**src/rtl/if_pkg.sv**
```systemverilog
// Shared types and constants for the instruction-fetch stage.
package if_pkg;

  typedef enum logic [1:0] {
    IDLE  = 2'd0,
    FETCH = 2'd1,
    DROP  = 2'd2
  } fetch_state_e;

  localparam logic [31:0] NOP_INSTR_DEFAULT = 32'h0000_0000;
  localparam logic [31:0] PC_STEP           = 32'd4;

  // Redirect targets are forced to a word boundary.
  function automatic logic [31:0] align_pc(input logic [31:0] a);
    return a & ~32'h0000_0003;
  endfunction

endpackage

```
**src/rtl/if_stage_if.sv**
```systemverilog
// Instruction-memory handshake plus hazard/redirect inputs and IF/ID outputs of the fetch stage.
interface if_stage_if;
  logic        imem_req;
  logic [31:0] imem_addr;
  logic        imem_ack;
  logic [31:0] imem_data;
  logic        stall;
  logic        redirect;
  logic [31:0] redirect_pc;
  logic [31:0] im;
  logic [31:0] pci;
  logic        if_valid;

  modport master (
    output imem_req, imem_addr, im, pci, if_valid,
    input  imem_ack, imem_data, stall, redirect, redirect_pc
  );

  modport slave (
    input  imem_req, imem_addr, im, pci, if_valid,
    output imem_ack, imem_data, stall, redirect, redirect_pc
  );
endinterface

```
**src/rtl/if_pend_buf.sv**
```systemverilog
// One-entry holding register for an instruction fetched while decode is stalled.
module if_pend_buf (
  input  logic        clk,
  input  logic        rst_n,
  input  logic        load,
  input  logic        drain,
  input  logic        clear,
  input  logic [31:0] instr_in,
  input  logic [31:0] pci_in,
  output logic [31:0] instr,
  output logic [31:0] pci,
  output logic        valid
);

  // Only the occupancy flag is reset; the payload is qualified by it.
  always_ff @(posedge clk or negedge rst_n) begin
    if (!rst_n)     valid <= 1'b0;
    else if (clear) valid <= 1'b0;
    else if (load)  valid <= 1'b1;
    else if (drain) valid <= 1'b0;
  end

  always_ff @(posedge clk) begin
    if (load && !clear) begin
      instr <= instr_in;
      pci   <= pci_in;
    end
  end

endmodule

```
**src/rtl/if_stage.sv**
```systemverilog
// Instruction-fetch stage: PC, req/ack fetch FSM and IF/ID register.
// Define IF_PERF_CNT_EN to add the fetch_count/stall_count performance counters.
module if_stage
  import if_pkg::*;
#(
  parameter logic [31:0] RESET_PC  = 32'h0000_0000,
  parameter logic [31:0] NOP_INSTR = NOP_INSTR_DEFAULT
) (
  input  logic        clk,
  input  logic        rst_n,
  if_stage_if.master  bus
`ifdef IF_PERF_CNT_EN
  ,
  output logic [31:0] fetch_count,
  output logic [31:0] stall_count
`endif
);

  fetch_state_e state, state_nxt;
  logic [31:0]  pc, drop_addr, req_addr;
  logic [31:0]  im_q, pci_q;
  logic         vld_q, req, enter_drop, cap;
  logic [31:0]  pend_instr, pend_pci;
  logic         pend_valid, pend_load, pend_drain, deliver;

  always_ff @(posedge clk or negedge rst_n) begin
    if (!rst_n) state <= IDLE;
    else        state <= state_nxt;
  end

  always_comb begin
    state_nxt  = state;
    req        = 1'b0;
    req_addr   = pc;
    enter_drop = 1'b0;
    case (state)
      IDLE:  state_nxt = FETCH;
      FETCH: begin
        req = !pend_valid;
        if (bus.redirect && req && !bus.imem_ack) begin
          enter_drop = 1'b1;
          state_nxt  = DROP;
        end
      end
      // Keep the abandoned request alive at its old address until the memory acks it.
      DROP: begin
        req      = 1'b1;
        req_addr = drop_addr;
        if (bus.imem_ack) state_nxt = FETCH;
      end
      default: state_nxt = IDLE;
    endcase
  end

  assign cap        = (state == FETCH) && req && bus.imem_ack && !bus.redirect;
  assign pend_load  = cap && bus.stall;
  assign pend_drain = !bus.redirect && !bus.stall && pend_valid;
  assign deliver    = !bus.redirect && !bus.stall && (pend_valid || cap);

  always_ff @(posedge clk) begin
    if (enter_drop) drop_addr <= pc;
  end

  always_ff @(posedge clk or negedge rst_n) begin
    if (!rst_n) begin
      pc    <= RESET_PC;
      im_q  <= NOP_INSTR;
      pci_q <= 32'h0;
      vld_q <= 1'b0;
    end else if (bus.redirect) begin
      pc    <= align_pc(bus.redirect_pc);
      im_q  <= NOP_INSTR;
      vld_q <= 1'b0;
    end else begin
      if (cap) pc <= pc + PC_STEP;
      if (!bus.stall) begin
        if (pend_valid) begin
          im_q  <= pend_instr;
          pci_q <= pend_pci;
          vld_q <= 1'b1;
        end else if (cap) begin
          im_q  <= bus.imem_data;
          pci_q <= pc + PC_STEP;
          vld_q <= 1'b1;
        end else begin
          im_q  <= NOP_INSTR;
          vld_q <= 1'b0;
        end
      end
    end
  end

  if_pend_buf u_pend (
    .clk      (clk),
    .rst_n    (rst_n),
    .load     (pend_load),
    .drain    (pend_drain),
    .clear    (bus.redirect),
    .instr_in (bus.imem_data),
    .pci_in   (pc + PC_STEP),
    .instr    (pend_instr),
    .pci      (pend_pci),
    .valid    (pend_valid)
  );

`ifdef IF_PERF_CNT_EN
  always_ff @(posedge clk or negedge rst_n) begin
    if (!rst_n) begin
      fetch_count <= 32'h0;
      stall_count <= 32'h0;
    end else begin
      if (deliver)   fetch_count <= fetch_count + 32'd1;
      if (bus.stall) stall_count <= stall_count + 32'd1;
    end
  end
`else
  logic unused_deliver;
  assign unused_deliver = deliver;
`endif

  assign bus.imem_req  = req;
  assign bus.imem_addr = req_addr;
  assign bus.im        = im_q;
  assign bus.pci       = pci_q;
  assign bus.if_valid  = vld_q;

endmodule

```
**src/flat_wrapper.sv**
```systemverilog
// flat-port wrapper written by rule: the top's interface ports become plain ports
module if_stage_flat import if_pkg::*;
#(
  parameter logic [31:0] RESET_PC  = 32'h0000_0000,
  parameter logic [31:0] NOP_INSTR = NOP_INSTR_DEFAULT
)
  (clk, rst_n, bus_imem_req, bus_imem_addr, bus_im, bus_pci, bus_if_valid, bus_imem_ack, bus_imem_data, bus_stall, bus_redirect, bus_redirect_pc);
  if_stage_if bus_i ();
  input  logic clk;
  input  logic rst_n;
  output wire logic [$bits(bus_i.imem_req)-1:0] bus_imem_req;
  output wire logic [$bits(bus_i.imem_addr)-1:0] bus_imem_addr;
  output wire logic [$bits(bus_i.im)-1:0] bus_im;
  output wire logic [$bits(bus_i.pci)-1:0] bus_pci;
  output wire logic [$bits(bus_i.if_valid)-1:0] bus_if_valid;
  input wire logic [$bits(bus_i.imem_ack)-1:0] bus_imem_ack;
  input wire logic [$bits(bus_i.imem_data)-1:0] bus_imem_data;
  input wire logic [$bits(bus_i.stall)-1:0] bus_stall;
  input wire logic [$bits(bus_i.redirect)-1:0] bus_redirect;
  input wire logic [$bits(bus_i.redirect_pc)-1:0] bus_redirect_pc;
  assign bus_imem_req = bus_i.imem_req;
  assign bus_imem_addr = bus_i.imem_addr;
  assign bus_im = bus_i.im;
  assign bus_pci = bus_i.pci;
  assign bus_if_valid = bus_i.if_valid;
  assign bus_i.imem_ack = bus_imem_ack;
  assign bus_i.imem_data = bus_imem_data;
  assign bus_i.stall = bus_stall;
  assign bus_i.redirect = bus_redirect;
  assign bus_i.redirect_pc = bus_redirect_pc;
  if_stage #(.RESET_PC(RESET_PC), .NOP_INSTR(NOP_INSTR)) u_core (.clk(clk), .rst_n(rst_n), .bus(bus_i));
endmodule
```
**config.mk**
```make
export PLATFORM = sky130hd
export DESIGN_NAME = if_stage_flat
export DESIGN_NICKNAME = d
export VERILOG_FILES = /design/src/rtl/if_pkg.sv /design/src/rtl/if_stage_if.sv /design/src/rtl/if_pend_buf.sv /design/src/rtl/if_stage.sv /design/src/flat_wrapper.sv
export SDC_FILE = /design/constraint.sdc
export NUM_CORES = 1
export LEC_CHECK = 0
export CAP_MARGIN = 10
export CORE_ASPECT_RATIO = 0.7
export CORE_MARGIN = 1
export CORE_UTILIZATION = 52
export DETAILED_ROUTE_END_ITERATION = 8
export GPL_TIMING_DRIVEN = 0
export PLACE_DENSITY_LB_ADDON = 0.12
export REMOVE_ABC_BUFFERS = 1
export SYNTH_ARGS = -nofsm -noshare
export SYNTH_HDL_FRONTEND = slang
export SYNTH_SLANG_ARGS = --single-unit
```
**constraint.sdc**
```tcl
create_clock -name clk -period 4.95 [get_ports clk]
set_clock_uncertainty 0.1 [all_clocks]
set_input_delay 1.485 -clock clk [delete_from_list [all_inputs] [get_ports clk]]
set_output_delay 1.485 -clock clk [all_outputs]
set_load 0.03 [all_outputs]
```
==> qor.csv, run 1 <==
metric;value;unit
Final Non-Filler Cells;1092;
Post-synth EDFFs;92;
Sequential Power Share;40.3;%
layout cells sized above 1;10.2;%
Total GRT Usage;26.9;%
period utilisation layout;89.0;%
Slew Limit Fails;0;
HP Class;reg2reg;
async set-reset flop share out of synthesis;51.1;%
Simple-Gate Fraction of Synth Area;15.2;%
io pins;167;
Slew @ Worst Pin;1.08;ns
Post-Synth Adder-Cell Area;0.733;%
worst skew pair latency;0.43;ns
Clk network pwr share;27.1;%
PD cells;469;nW/µm²
CORE AREA;15700;µm²
worst path required time;3.37;ns
DP Area;10300;µm²
R2R depth;6;
placer congestion estimate;0.853;
CTS Sinks;188;
Max Fclk;0.227;GHz
Clk Tree Root Cell;clkbuf_16;
Final min period;4.40;ns
Switching Share;34.0;%
initial core utilization;54.2;%
Final Core Density;69.5;%
Yosys warning total;0;
Max Root-Sink Buffers;2;
post-route cell area;10900;µm²
Remaining DRCs;0;
max_cap viols;0;
Die H;109;µm
Die X;155;µm
synth unique cells;49;
critical path startpoint;u_core.state[0]$_DFFE_PN0P_;
DR iter-0 viols;506;
post-synthesis compound-gate area fraction;10.1;%
Fin. Hold Viols;0;
most frequent cells in the layout;157 x clkdlybuf4s50_1, 95 x dfrtp_1, 92 x edfxtp_1;
FP Rows;38;
vias;6324;
total congestion overflow;0;
CTS Hold Bufs;0;
area delta synth->final;28.1;%
Setup crit end;bus_imem_addr[9];
die area;16900;µm²
main combinational cell family by area after synthesis;simple AND/OR/NAND/NOR gates;
vias per std cell;5.79;
Worst-path clk slew;0.07;ns
Reg2Reg Setup Slack;1.66;ns
mapped cell area;8530;µm²
Pleak;4.10;nW
outcome;completed;
post-synthesis mux area share;4.53;%
reg2reg start;u_core.state[0]$_DFFE_PN0P_;
Avg WL per Cell;19.8;µm
Antenna Cells;0;
Max Fanout on Critical Path;36;
element type at the critical path start;flip-flop;
cts bufs inserted;17;
vias in the first global route;6370;
syn_area_per_cell;11.7;µm²
first-pass GRT wire length;34300;µm
Worst EP arrival;2.82;ns
initial antenna violation count;0;
Int Power;3.38;mW
Synth Register Bits;188;
post-CTS sizing;0;
TNS Setup;0;ns
Setup CP Type;reg2out;
CTS HTree Levels;4;
Mapped Cells;727;
xor and xnor area share after synthesis;5.34;%
CP endpoint kind;output pin;
Buffers on Ports;160;
post-DP HPWL;14000;µm
commonest non-fill, non-tap cell in the layout;clkdlybuf4s50_1;
P_sw;1.74;mW
register area share after synthesis;60.5;%
CTS tree;built;
Most used DFF post-synth;dfrtp_1;
Worst VDD drop;313;µV
Logic pwr share;32.6;%
Rel. slew slack;27.2;%
Post-DRT Antenna Nets;0;
total power;5.12;mW
Post-CTS Setup Bufs;0;
final setup fails;0;
DRT Wirelength;21600;µm
r2r endpoint;u_core.u_pend.instr[16]$_DFFE_PP_;
DR pass1 iterations;7;
largest net degree at the start of global routing;97;
Cells after DPL;1059;
layout net count;933;
RSZ-0062 raised after global routing;no;
==> stage by stage <==
| step | hold WS, ns | setup WS, ns |
|---|---|---|
| after floorplan | 0.346 | -0.0806 |
| after global placement | 0.356 | -4.39 |
| after detailed placement | 0.369 | 0.404 |
| after CTS | 0.386 | 0.500 |
| after global routing | 0.419 | 0.367 |
| final | 0.379 | 0.546 |
==> power by group through the flow <==
stage                     clock network (mW)  logic, mW  registers [mW]
final                                   1.39       1.67            2.07
after floorplan                            0      0.695            2.30
after CTS                               1.41       1.68            2.07
after global routing                    1.47       1.78            2.09
after global placement                     0       1.59            2.10
after detailed placement                   0       1.67            2.09
==> cell type report <==
class | instances | area, µm²
fillers | 1172 | 4810
clock buffers | 20 | 467
flip-flops and latches | 188 | 5170
multi-input cells | 475 | 3100
inverters | 9 | 33.8
well taps | 220 | 275
clock inverters | 12 | 138
repair buffers | 168 | 1760
==> kinds of logic (layout without fill, tap and decap cells) <==
family | after synthesis | count (layout)
AND/OR/NAND/NOR | 252 | 252
flip-flops | 188 | 188
AO/OA/AOI/OAI | 127 | 127
buffers and inverters | 67 | 209
XOR/XNOR | 52 | 52
multiplexers | 35 | 35
adder cells (fa/ha/maj) | 5 | 5
other | 1 | 4
==> sequential cells by signal (all words and copies together), names as in the netlist <==
register,flops
u_core.drop_addr,30
u_core.bus.im,32
u_core.bus.pci,30
u_core.bus.if_valid,1
u_core.u_pend.valid,1
u_core.pc,30
u_core.u_pend.instr,32
u_core.state,2
u_core.u_pend.pci,30
==> critical path, stage by stage, from the launching register on <==
cell             delay [ns]
dfrtp_1                0.42
inv_1                  0.11
ha_2                   0.82
mux2_2                 0.44
clkdlybuf4s50_1        0.60
==> synth_stat cells (2+ instances only) <==
cell type   n  share of area, %
mux2_2     29               3.8
o21ai_0    54               3.2
nand2_1    68               3.0
edfxtp_1   92                32
nor2_1     27               1.2
o31ai_1     2              0.18
or2_2       4              0.29
o21a_1      2              0.18
inv_1       9              0.40
and3_1     12              0.88
a22o_1      5              0.51
mux2i_1     6              0.70
ha_1        5              0.73
clkbuf_1   36               1.6
o32a_1      2              0.23
a221o_1     5              0.59
o21ai_1     2              0.12
nor4_1      4              0.29
a221oi_1   33               3.4
nand3_2     3              0.35
xor2_1     26               2.7
a31oi_1     4              0.29
nor2b_1    33               2.4
buf_4       8              0.70
or3_1       6              0.44
a21oi_1     6              0.35
nor3_1     44               2.6
nor4_2      2              0.29
buf_1       3              0.13
nand4_1    19               1.4
and2_1      3              0.22
nand2b_1    4              0.29
nand3_1    17               1.0
buf_2      11              0.65
xnor2_1    26               2.7
a21o_1      6              0.53
dfrtp_1    96                28
a21boi_0    2              0.18
==> layer usage <==
layer	wire length, µm	up-vias	GRT usage (%)
met4	292	0	8.63
met2	10100	244	43.1
met3	1250	28	5.60
li1	-	2922	-
met1	9980	3130	37.2
met5	0	-	0
==> worst min-delay path by stage <==
stage,start,endpoint,cells past startpoint
floorplan,u_core.u_pend.pci[18]$_DFFE_PP_,u_core.bus.pci[18]$_DFFE_PN0P_,2
global placement,u_core.u_pend.pci[18]$_DFFE_PP_,u_core.bus.pci[18]$_DFFE_PN0P_,2
detailed placement,u_core.u_pend.pci[18]$_DFFE_PP_,u_core.bus.pci[18]$_DFFE_PN0P_,2
CTS,u_core.bus.pci[4]$_DFFE_PN0P_,u_core.bus.pci[4]$_DFFE_PN0P_,2
global route,u_core.bus.pci[21]$_DFFE_PN0P_,u_core.bus.pci[21]$_DFFE_PN0P_,2
finish,u_core.bus.pci[5]$_DFFE_PN0P_,u_core.bus.pci[5]$_DFFE_PN0P_,2
Note: power is estimated with default switching activity, not from simulation.
==> run 2: changes to the inputs <==
Settings changed: RECOVER_POWER set to 50.
==> run 2 against run 1 <==
Effect of this change:
- the run now ends with capacitance limit, slew limit left
- core utilization decreased by 0.30 points
- cell count unchanged
- global-route usage unchanged
- clock power about the same
- via count decreased by 0.40%
- setup slack got worse by 0.015 ns
- sequential power about the same
- final area decreased by 0.43%
- maximum frequency decreased by 0.34%
- register-to-register slack got worse by 0.25 ns
- count of clock-buffer cells in the layout unchanged
==> qor.csv, run 2 (synthesized netlist as in run 1, its figures left out) <==
metric;value;unit;change
Max Root-Sink Buffers;2;;unchanged
vias;6299;;-0.40%
layout net count;933;;unchanged
HP Class;reg2reg;;
fillers;1183;;+0.94%
DRT Wirelength;21700;µm;+0.34%
hold_ws;0.379;ns;-0.0000110 ns
Setup CP Type;reg2out;;
Post-DRT Antenna Nets;0;;unchanged
Remaining DRCs;0;;unchanged
DR pass1 iterations;5;;-2
Fin. Hold Viols;0;;unchanged
failing checks;capacitance limit, slew limit;;
total congestion overflow;0;;unchanged
largest net degree at the start of global routing;97;;unchanged
post-DP HPWL;14000;µm;unchanged
Die H;109;µm;unchanged
element type at the critical path start;flip-flop;;
Antenna Cells;0;;unchanged
final setup fails;0;;unchanged
Final min period;4.42;ns;+0.0148 ns
PD cells;469;nW/µm²;about the same
Worst EP arrival;2.83;ns;about the same
area delta synth->final;27.6;%;
most frequent cells in the layout;121 x clkdlybuf4s50_1, 95 x dfrtp_1, 92 x edfxtp_1;;
TNS Setup;0;ns;unchanged
Cells after DPL;1059;;unchanged
die area;16900;µm²;unchanged
worst path required time;3.37;ns;about the same
io pins;167;;unchanged
max_cap viols;2;;+2
Avg WL per Cell;19.9;µm;+0.34%
Rel. slew slack;-89.3;%;-120 points
layout cells sized above 1;9.40;%;-0.80 points
DR iter-0 viols;508;;+0.40%
vias in the first global route;6370;;unchanged
post-CTS sizing;0;;unchanged
cts bufs inserted;17;;unchanged
Slew @ Worst Pin;2.84;ns;+1.76 ns
outcome;finished, violations left;;
CTS tree;built;;
Buffers on Ports;160;;unchanged
Total GRT Usage;26.9;%;unchanged
placer congestion estimate;0.853;;unchanged
Worst-path clk slew;0.07;ns;about the same
CP endpoint kind;output pin;;
commonest non-fill, non-tap cell in the layout;clkdlybuf4s50_1;;
Die X;155;µm;unchanged
worst skew pair latency;0.44;ns;about the same
Clk Tree Root Cell;clkbuf_16;;
vias per std cell;5.77;;-0.40%
Post-CTS Setup Bufs;0;;unchanged
first-pass GRT wire length;34300;µm;unchanged
CORE AREA;15700;µm²;unchanged
initial core utilization;54.2;%;unchanged
total power;5.10;mW;-0.43%
Pleak;4.10;nW;about the same
Max Fclk;0.226;GHz;-0.34%
initial antenna violation count;0;;unchanged
Final Non-Filler Cells;1092;;unchanged
FP Rows;38;;unchanged
Slew Limit Fails;58;;+58
Max Fanout on Critical Path;36;;unchanged
CTS HTree Levels;4;;unchanged
RSZ-0062 raised after global routing;no;;
CTS Sinks;188;;unchanged
CTS Hold Bufs;0;;unchanged
Worst VDD drop;313;µV;about the same
period utilisation layout;89.3;%;+0.30 points
run 2: cell count changes in the layout (fill, tap and decap cells not counted), sizes merged:
cell	delta
buf	-3
dlygate4sd3	+36
clkbuf	+3
clkdlybuf4s50	-36
run 2: power breakdown:
group | internal [mW] | leakage [nW] | switching, mW | total (mW)
Sequential | 1.88 | 2.06 | 0.183 | 2.07
Clock | 0.788 | 0.293 | 0.601 | 1.39
Combinational | 0.692 | 1.75 | 0.954 | 1.65
run 2: routing by layer:
| layer | vias up | track usage [%] | wire, µm |
|---|---|---|---|
| met2 | 213 | 43.1 | 10300 |
| met4 | 0 | 8.63 | 285 |
| met3 | 26 | 5.60 | 1140 |
| met1 | 3143 | 37.2 | 10000 |
| li1 | 2917 | - | - |
| met5 | - | 0 | 0 |
run 2: final timing paths:
| path | cells past startpoint | from | slack, ns | to |
|---|---|---|---|---|
| setup / recovery | 4 | u_core.state[0]$_DFFE_PN0P_ | 0.53 | bus_imem_addr[9] |
| hold / removal | 2 | u_core.bus.pci[5]$_DFFE_PN0P_ | 0.38 | u_core.bus.pci[5]$_DFFE_PN0P_ |
| setup reg to reg | 8 | u_core.state[0]$_DFFE_PN0P_ | 1.41 | u_core.pc[31]$_DFFE_PN0P_ |
| hold reg to reg | 2 | u_core.bus.pci[5]$_DFFE_PN0P_ | 0.38 | u_core.bus.pci[5]$_DFFE_PN0P_ |
| max in group asynchronous | 1 | rst_n | 1.06 | u_core.u_pend.valid$_DFFE_PN0P_ |
| min in group asynchronous | 1 | rst_n | 1.86 | u_core.bus.pci[6]$_DFFE_PN0P_ |
run 2: critical path: stages, from the launching register on:
cell and delay (ns):
dfrtp_1 0.42, inv_1 0.11, ha_2 0.83, mux2_2 0.45, clkdlybuf4s50_1 0.60
run 2: area by class of cell:
type                    count  area, µm²  share of cell area (%)
multi-input cells         475       3080                    28.3
well taps                 220        275                    2.53
flip-flops and latches    188       5170                    47.5
clock inverters            12        138                    1.26
inverters                   9       33.8                   0.310
clock buffers              20        467                    4.29
repair buffers            168       1730                    15.9
run 2: per-stage QoR:
stage	setup WS [ns]	util (%)	cell area, µm²
after floorplan	-0.0806	-	8280
after global placement	-4.39	64.5	10200
after detailed placement	0.404	65.6	10300
after CTS	0.500	69.4	10900
after global routing	0.367	69.2	10900
final	0.531	69.2	10900
